`config.mk`:
```
export PLATFORM = sky130hd
export DESIGN_NAME = arbitro_wrr
export DESIGN_NICKNAME = d
export VERILOG_FILES = /design/src/rtl/arbitro_wrr.sv
export SDC_FILE = /design/constraint.sdc
export NUM_CORES = 1
export LEC_CHECK = 0
export ABC_CLOCK_PERIOD_IN_PS = 5850
export CORE_MARGIN = 5
export CORE_UTILIZATION = 30
export DETAILED_ROUTE_END_ITERATION = 10
export HOLD_SLACK_MARGIN = 0.1
export MAX_ROUTING_LAYER = met4
export PLACE_DENSITY_LB_ADDON = 0.12
export SYNTH_ARGS = -nofsm -noshare
export SYNTH_HDL_FRONTEND = slang
export SYNTH_SLANG_ARGS = --single-unit
```
`constraint.sdc`:
```
create_clock -name clk -period 5.85 [get_ports clk]
set_clock_uncertainty 0.05 [all_clocks]
set_input_delay 0.8775 -clock clk [delete_from_list [all_inputs] [get_ports clk]]
set_output_delay 0.8775 -clock clk [all_outputs]
set_load 0.02 [all_outputs]
```
`src/rtl/arbitro_wrr.sv`:
```
`default_nettype none
// ============================================================================
// arbitro_wrr : egress arbiter (RR / WRR / strict priority) feeding one FIFO
// Revision    : 1.0
// ============================================================================
module arbitro_wrr #(
   parameter  int QUEUE_QUANTITY    = 4,
   parameter  int DATA_BITS         = 8,
   parameter  int MAX_WEIGHT        = 64,
   parameter  int TIPOS_ROUND_ROBIN = 3,
   localparam int QW                = (QUEUE_QUANTITY > 1) ? $clog2(QUEUE_QUANTITY) : 1,
   localparam int WW                = $clog2(MAX_WEIGHT + 1),
   localparam int MW                = $clog2(TIPOS_ROUND_ROBIN)
) (
   input  logic                                clk,
   input  logic                                rst,
   input  logic                                enb,
   input  logic [MW-1:0]                       mode,
   input  logic [QUEUE_QUANTITY*WW-1:0]        weights,
   input  logic [QUEUE_QUANTITY-1:0]           fifo_empty,
   input  logic [QUEUE_QUANTITY*DATA_BITS-1:0] fifo_data,
   output logic [QUEUE_QUANTITY-1:0]           fifo_pop,
   input  logic                                out_almost_full,
   output logic                                out_push,
   output logic [DATA_BITS-1:0]                out_data,
   output logic [QW-1:0]                       grant,
   output logic [WW-1:0]                       credit
);

   localparam logic [MW-1:0] MODE_RR   = MW'(0);
   localparam logic [MW-1:0] MODE_WRR  = MW'(1);
   localparam logic [MW-1:0] MODE_PRIO = MW'(2);
   localparam logic [WW-1:0] W_MAX     = WW'(MAX_WEIGHT);

   typedef enum logic [1:0] {
      IDLE   = 2'd0,
      SERVE  = 2'd1,
      SWITCH = 2'd2
   } state_t;

   state_t              state_q, state_d;
   logic [QW-1:0]       grant_q, grant_d;
   logic [WW-1:0]       credit_q, credit_d;
   logic [MW-1:0]       mode_q, mode_d;
   logic [WW-1:0]       weight_q, weight_d;
   logic                push_q, push_d;
   logic [QW-1:0]       sel_q, sel_d;

   logic [MW-1:0]             mode_eff;
   logic [WW-1:0]             w_clamp [QUEUE_QUANTITY];
   logic [QUEUE_QUANTITY-1:0] eligible;
   logic                      pick_found;
   logic [QW-1:0]             pick_idx;
   logic                      lower_busy;
   logic                      active;
   logic                      can_pop;
   int                        start_int;
   int                        scan_int;
   logic [QW-1:0]             scan_idx;

   assign mode_eff = (int'(mode) >= TIPOS_ROUND_ROBIN) ? MODE_RR : mode;

   // Eligibility uses the live mode: it only matters in IDLE/SWITCH, where mode is sampled.
   for (genvar i = 0; i < QUEUE_QUANTITY; i++) begin : g_weight
      assign w_clamp[i]  = (weights[i*WW +: WW] > W_MAX) ? W_MAX : weights[i*WW +: WW];
      assign eligible[i] = ~fifo_empty[i] & ((mode_eff != MODE_WRR) | (w_clamp[i] != '0));
   end

   always_comb begin
      pick_found = 1'b0;
      pick_idx   = '0;
      lower_busy = 1'b0;
      scan_int   = 0;
      scan_idx   = '0;
      // IDLE resumes at the current grant; SWITCH starts one past it and may wrap to itself.
      start_int  = (state_q == SWITCH) ? int'(grant_q) + 1 : int'(grant_q);
      if (mode_eff == MODE_PRIO) begin
         for (int i = QUEUE_QUANTITY - 1; i >= 0; i--) begin
            if (eligible[i]) begin
               pick_found = 1'b1;
               pick_idx   = QW'(i);
            end
         end
      end else begin
         for (int k = QUEUE_QUANTITY - 1; k >= 0; k--) begin
            scan_int = (start_int + k) % QUEUE_QUANTITY;
            scan_idx = QW'(scan_int);
            if (eligible[scan_idx]) begin
               pick_found = 1'b1;
               pick_idx   = scan_idx;
            end
         end
      end
      for (int i = 0; i < QUEUE_QUANTITY; i++) begin
         if ((i < int'(grant_q)) && !fifo_empty[i]) begin
            lower_busy = 1'b1;
         end
      end
   end

   assign active  = enb & ~out_almost_full;
   assign can_pop = ~rst & (state_q == SERVE) & active & ~fifo_empty[grant_q];

   always_comb begin
      state_d  = state_q;
      grant_d  = grant_q;
      credit_d = credit_q;
      mode_d   = mode_q;
      weight_d = weight_q;
      case (state_q)
         IDLE, SWITCH: begin
            if (state_q == SWITCH) begin
               credit_d = '0;
            end
            if (pick_found && enb) begin
               state_d  = SERVE;
               grant_d  = pick_idx;
               credit_d = '0;
               mode_d   = mode_eff;
               weight_d = w_clamp[pick_idx];
            end else begin
               state_d  = IDLE;
            end
         end
         SERVE: begin
            if (&fifo_empty) begin
               state_d = IDLE;
            end else if (active) begin
               if (fifo_empty[grant_q]) begin
                  state_d = SWITCH;
               end else begin
                  case (mode_q)
                     MODE_WRR: begin
                        if (credit_q != W_MAX) begin
                           credit_d = credit_q + WW'(1);
                        end
                        if (({1'b0, credit_q} + (WW+1)'(1)) >= {1'b0, weight_q}) begin
                           state_d = SWITCH;
                        end
                     end
                     MODE_PRIO: begin
                        if (lower_busy) begin
                           state_d = SWITCH;
                        end
                     end
                     default: begin
                        state_d = SWITCH;
                     end
                  endcase
               end
            end
         end
         default: begin
            state_d = IDLE;
         end
      endcase
   end

   always_comb begin
      push_d = can_pop;
      sel_d  = grant_q;
   end

   always_ff @(posedge clk) begin
      if (rst) begin
         state_q  <= IDLE;
         grant_q  <= '0;
         credit_q <= '0;
         mode_q   <= MODE_RR;
         weight_q <= '0;
         push_q   <= 1'b0;
         sel_q    <= '0;
      end else begin
         state_q  <= state_d;
         grant_q  <= grant_d;
         credit_q <= credit_d;
         mode_q   <= mode_d;
         weight_q <= weight_d;
         push_q   <= push_d;
         sel_q    <= sel_d;
      end
   end

   // A word popped just before reset is discarded rather than pushed during reset.
   assign fifo_pop = can_pop ? (QUEUE_QUANTITY'(1) << grant_q) : '0;
   assign out_push = push_q & ~rst;
   assign out_data = out_push ? fifo_data[int'(sel_q)*DATA_BITS +: DATA_BITS] : '0;
   assign grant    = grant_q;
   assign credit   = credit_q;

endmodule
`default_nettype wire

```
* Yosys cells after proc, flatten, opt, wreduce, memory -nomap -nowiden
Index checks and enable logic that the tools add are counted.
** Word-level totals
- Register bits after elaboration :: 23
- Input port bits :: 70
- Output and inout port bits :: 22
- Logic and storage cells :: 143
** Cells by class
- Add/subtract/negate cells :: 6
- Magnitude comparators :: 15
- Eq/ne operators :: 16
- Shift operators :: 2
- Muxes and demuxes :: 58
- Bitwise logic cells :: 21
- Reductions and logical operators :: 18
** Operator list (count)
- 2-to-1 mux 7 bit :: 13
- 2-to-1 mux 2 bit :: 16
- variable part select 32 x 6 -> 8 bit :: 1
- > comparator 7 bit (second input constant) :: 4
- nonzero test 7 bit :: 4
- 2-to-1 mux 1 bit :: 18
- less-than comparator 2 x 3 -> 1 bit (second input constant) :: 5
- binary-select mux 7 bit (select 2 bit) :: 1
- case mux 7 bit (2 select lines) :: 1
- binary-select mux 1 bit (select 2 bit) :: 5
- inequality test 5 bit (second input constant) :: 2
- bitwise AND 1 bit :: 9
- adder 7 x 1 -> 8 bit (second input constant) :: 1
- >= comparator 8 x 7 -> 1 bit :: 1
- 2-to-1 mux 8 bit :: 1
- case mux 2 bit (2 select lines) :: 2
- adder 7 x 1 -> 7 bit (second input constant) :: 1
- inequality test 7 bit (second input constant) :: 1
- NOT 1 bit :: 7
- AND reduction 7 bit :: 1
- == test 2 bit (second input constant) :: 3
- inequality test 2 x 1 -> 1 bit (second input constant) :: 3
- inequality test 2 bit (second input constant) :: 3
- adder 2 x 1 -> 2 bit (second input constant) :: 2
- other kinds (20) :: 31

* Depth between registers and ports, before layout
- Depth in word-level cells :: 16
- Depth in mapped cells :: 10
- Mapped depth without buffers :: 10

* Worst setup path before layout
OpenSTA, ideal clock, no wires.
- Path type :: input to output
- From :: in fifo_empty[3]
- To :: out fifo_pop[3]
- Arrival :: 2.225 ns
- Required time :: 4.923 ns
- Setup slack :: 2.698 ns
- Stages on the path :: 3
- Buffers on the path :: 0
- Path through :: mux4_2 > or2_1 > nor4_1
** On the way
- Word-level cells in the longest chain between the ends :: 5
** Ends and longest elaborated chain
- from (decl) :: RTL line 20 : input logic [QUEUE_QUANTITY-1:0] fifo_empty,
- binary-select mux 1 bit (select 2 bit) :: RTL line 102 : assign can_pop = ~rst & (state_q == SERVE) & active & ~fifo_empty[grant_q];
- 2-to-1 mux 1 bit (not written as such) :: RTL line 102
- NOT 1 bit :: RTL line 102
- bitwise AND 1 bit :: RTL line 102
- 2-to-1 mux 4 bit :: RTL line 185 : assign fifo_pop = can_pop ? (QUEUE_QUANTITY'(1) << grant_q) : '0;
- to (decl) :: RTL line 22 : output logic [QUEUE_QUANTITY-1:0] fifo_pop,
No other way between the ends. The select of a mux whose other input is x is not followed.

* Worst setup path in the final report
- From :: in fifo_empty[1]
- To :: out fifo_pop[1]
Same word-level chain as after synthesis.

==> impl_metrics.csv <==
group,metric,value,unit
timing,post-route-period-util,71.82,%
clock_network,ctsResizeCount,0,
drt,vias_per_cell,5.070,
timing,finalWorstPathRequiredPeriod,4.202,ns
timing,setup-tns-final,0,ns
timing,rsz0062_at_grt,"false",
worst_setup_path,worst-path-buf-inv,2,
worst_setup_path,critPathKind,"input pin to output pin",
layout,drive_above_1_share,6.866,%
clock_network,cts_setup_buffers,0,
drt,vias,2185,
worst_setup_path,worst_setup_path_start_kind,"input pin",
floorplan,die_w,93.93,µm
timing,hold_viol_final,0,
clock_network,htree_num_levels,1,
worst_setup_path,cp.arrival,3.27,ns
drt,wirelength,6.607,mm
clock_network,cts_made_buffers,3,
yosys,async_flop_share,0,%
yosys,synth_area_per_cell,8.521,µm²
worst_setup_path,crit_family,"buffers and inverters",
clock_network,clkTransAtPathRegs,0.08,ns
floorplan,pin_count,92,
worst_setup_path,crit_chain,"clkdlybuf4s50_1, mux4_2, or2_1, nor3_1, and2_1, clkdlybuf4s50_1",
worst_setup_path,r2r-start,"grant[1]",
worst_setup_path,r2r-end,"weight_q[3]",
job,drv_cap,0,
global_route,grt_pass1_vias,2116,
drt,drtIter0Drc,58,
yosys,synthDistinctLibCells,60,
timing,fmax,0.2380,GHz
worst_setup_path,rr_worst_depth,9,
worst_setup_path,r2r_setup_slack,2.75,ns
worst_setup_path,cp.depth,6,
clock_network,cts_buffer_depth,2,
power_and_ir_drop,vdd_drop_max,0.00006687,V
placed_design,placedCellCount,427,
layout,diodes,0,
clock_network,holdBufCountCts,0,
drt,dr.pass1.iters,4,
floorplan,initial_core_util,30.93,%
layout,area_delta_synth_final,49.08,%
floorplan,fp-row-count,30,
drt,wl_per_cell,15.33,µm
yosys,seq_area_frac_synth,21.79,%
worst_setup_path,critPathMaxStageDelay,0.60,ns
layout,fin_cells,431,
floorplan,core,0.006832,mm²
yosys,synth_edf_count,0,
worst_setup_path,crit_fanout,5,
timing,maxSlewViolCount,0,
yosys,syn_area,0.002113,mm²
yosys,ys.warnings.count,0,
worst_setup_path,critPathLaunch,"fifo_empty[1]",
yosys,ys_ff_latch,23,
clock_network,worstSkewPairLatency,0.26,ns
global_route,grt_usage,15.13,%
run_status,status,"finished, final reports clean",
clock_network,numClockSinks,23,
yosys,syn_nets,331,
clock_network,cts_root_buf,"clkbuf_8",
worst_hold_path,min_from,"weight_q[1]",
global_route,antenna_found_initial,0,
clock_network,cts_tree,"yes",
worst_setup_path,crit_required,4.92,ns
timing,worst_slew_pin_slew,0.7735,ns
drt,drc,0,
global_route,gr-total-overflow,0,
global_route,grt_max_degree,23,
worst_setup_path,critPathCapture,"fifo_pop[1]",
drt,ant_nets,0,
global_route,grt_first_pass_wirelength,10.49,mm
timing,maxSlewHeadroom,48.27,%
yosys,synthCells,248,
placed_design,port_buffers,91,
layout,final_nets,419,
worst_setup_path,cp_slowest_cell,"clkdlybuf4s50_1",
placed_design,globalplace.congestion,0.8768,
power_and_ir_drop,powerDensity,137.9,mW/mm²
worst_setup_path,end_kind,"output pin",
worst_setup_path,crit_top_cell,"clkdlybuf4s50_1",
floorplan,die-area,0.008823,mm²
worst_hold_path,hold_path.class,"flop to flop",
yosys,ys.flop_type,"dfxtp_1",
power_and_ir_drop,p_leak,1.181,nW
floorplan,die_h,93.93,µm
placed_design,dp_hpwl,5.665,mm
timing,setup_viol,0,
-- kinds of logic after synthesis --
kind of cell	after synthesis	share of synthesized area [%]
compound gates	60	22.03
fa+ha+maj	13	7.697
simple gates	100	26.82
flops	23	21.79
xor+xnor	6	2.487
buf+inv	29	5.743
mux	17	13.44
-- power breakdown --
part           internal [mW]  total (mW)  switching, mW
logic                 0.0923       0.160         0.0682
registers              0.164       0.175         0.0102
clock network         0.0486      0.0994         0.0508
-- registers in the layout, indices dropped and copies added, names as in the netlist --
name      flops
state_q       2
grant         2
weight_q      7
sel_q         2
mode_q        2
push_q        1
credit        7
-- Yosys cell counts (all sizes together), types with 7 or more instances --
| master | instances | area [µm²] |
|---|---|---|
| mux4 | 9 | 202.7 |
| mux2i | 7 | 70.07 |
| nor3 | 8 | 40.04 |
| dfxtp | 23 | 460.4 |
| a21o | 8 | 60.06 |
| inv | 20 | 75.07 |
| nor2b | 13 | 83.83 |
| nor2 | 24 | 90.09 |
| ha | 13 | 162.7 |
| nand2 | 11 | 41.29 |
-- per-stage QoR --
step                util [%]  area [µm²]  hold WS [ns]  setup WS (ns)  power, mW
global placement       45.46        3105        0.4021          1.775     0.3382
CTS                    46.12        3151        0.4154          1.644     0.4383
floorplan                  -        2113        0.3751          2.698     0.2655
global route           46.12        3151        0.4427          1.516     0.4579
detailed placement     45.46        3105        0.3957          1.643     0.3399
finish                 46.12        3151        0.4138          1.648     0.4344
-- area by class of cell --
cell class	count	area [µm²]
Fill cell	694	3681
Multi-Input combinational cell	196	1531
Timing Repair Buffer	92	918.4
Sequential cell	23	460.4
Tap cell	96	120.1
Inverter	20	75.07
Clock buffer	4	45.04
-- worst reg2reg max path: cells and delay by family (launching register included) --
kind,cells,cell delay (ns)
compound gates,4,1.26
fa+ha+maj,1,0.31
buf+inv,1,0.17
flops,1,0.53
mux,1,0.29
simple gates,2,0.37
-- worst min-delay path by stage --
stage | end | slack, ns | cells after the start
5_1_grt | weight_q[3] | 0.44 | 1
3_5_place_dp | weight_q[2] | 0.40 | 2
3_3_place_gp | weight_q[3] | 0.40 | 1
2_1_floorplan | weight_q[1] | 0.38 | 2
6_report | weight_q[1] | 0.41 | 2
4_1_cts | weight_q[2] | 0.42 | 2
-- metal layers --
| metal | GRT usage (%) | share of wire, % |
|---|---|---|
| met2 | 26.20 | 52 |
| met4 | 2.768 | 1.1 |
| met5 | - | 0 |
| met1 | 19.25 | 43 |
| met3 | 1.603 | 3.8 |
-- cell usage in the layout, fill, tap and decap left out, types with 3 or more instances in the layout --
cell and n:
clkdlybuf4s50_1 91, nor2_1 24, dfxtp_1 23, inv_1 20, ha_1 13, nor2b_1 12, nand2_1 11, mux4_2 9
nor3_1 8, a21o_1 8, mux2i_1 7, and2_1 6, o21ai_0 6, a41oi_1 6, a21oi_1 5, nand3b_1 5
o31ai_1 5, nor4_1 4, nand3_1 4, and2b_1 4, a211oi_1 4, nand2b_1 3, xor2_1 3, xnor2_1 3
and3b_1 3, a221oi_1 3, clkbuf_8 3
No activity file was read; power rests on OpenSTA's default activity.
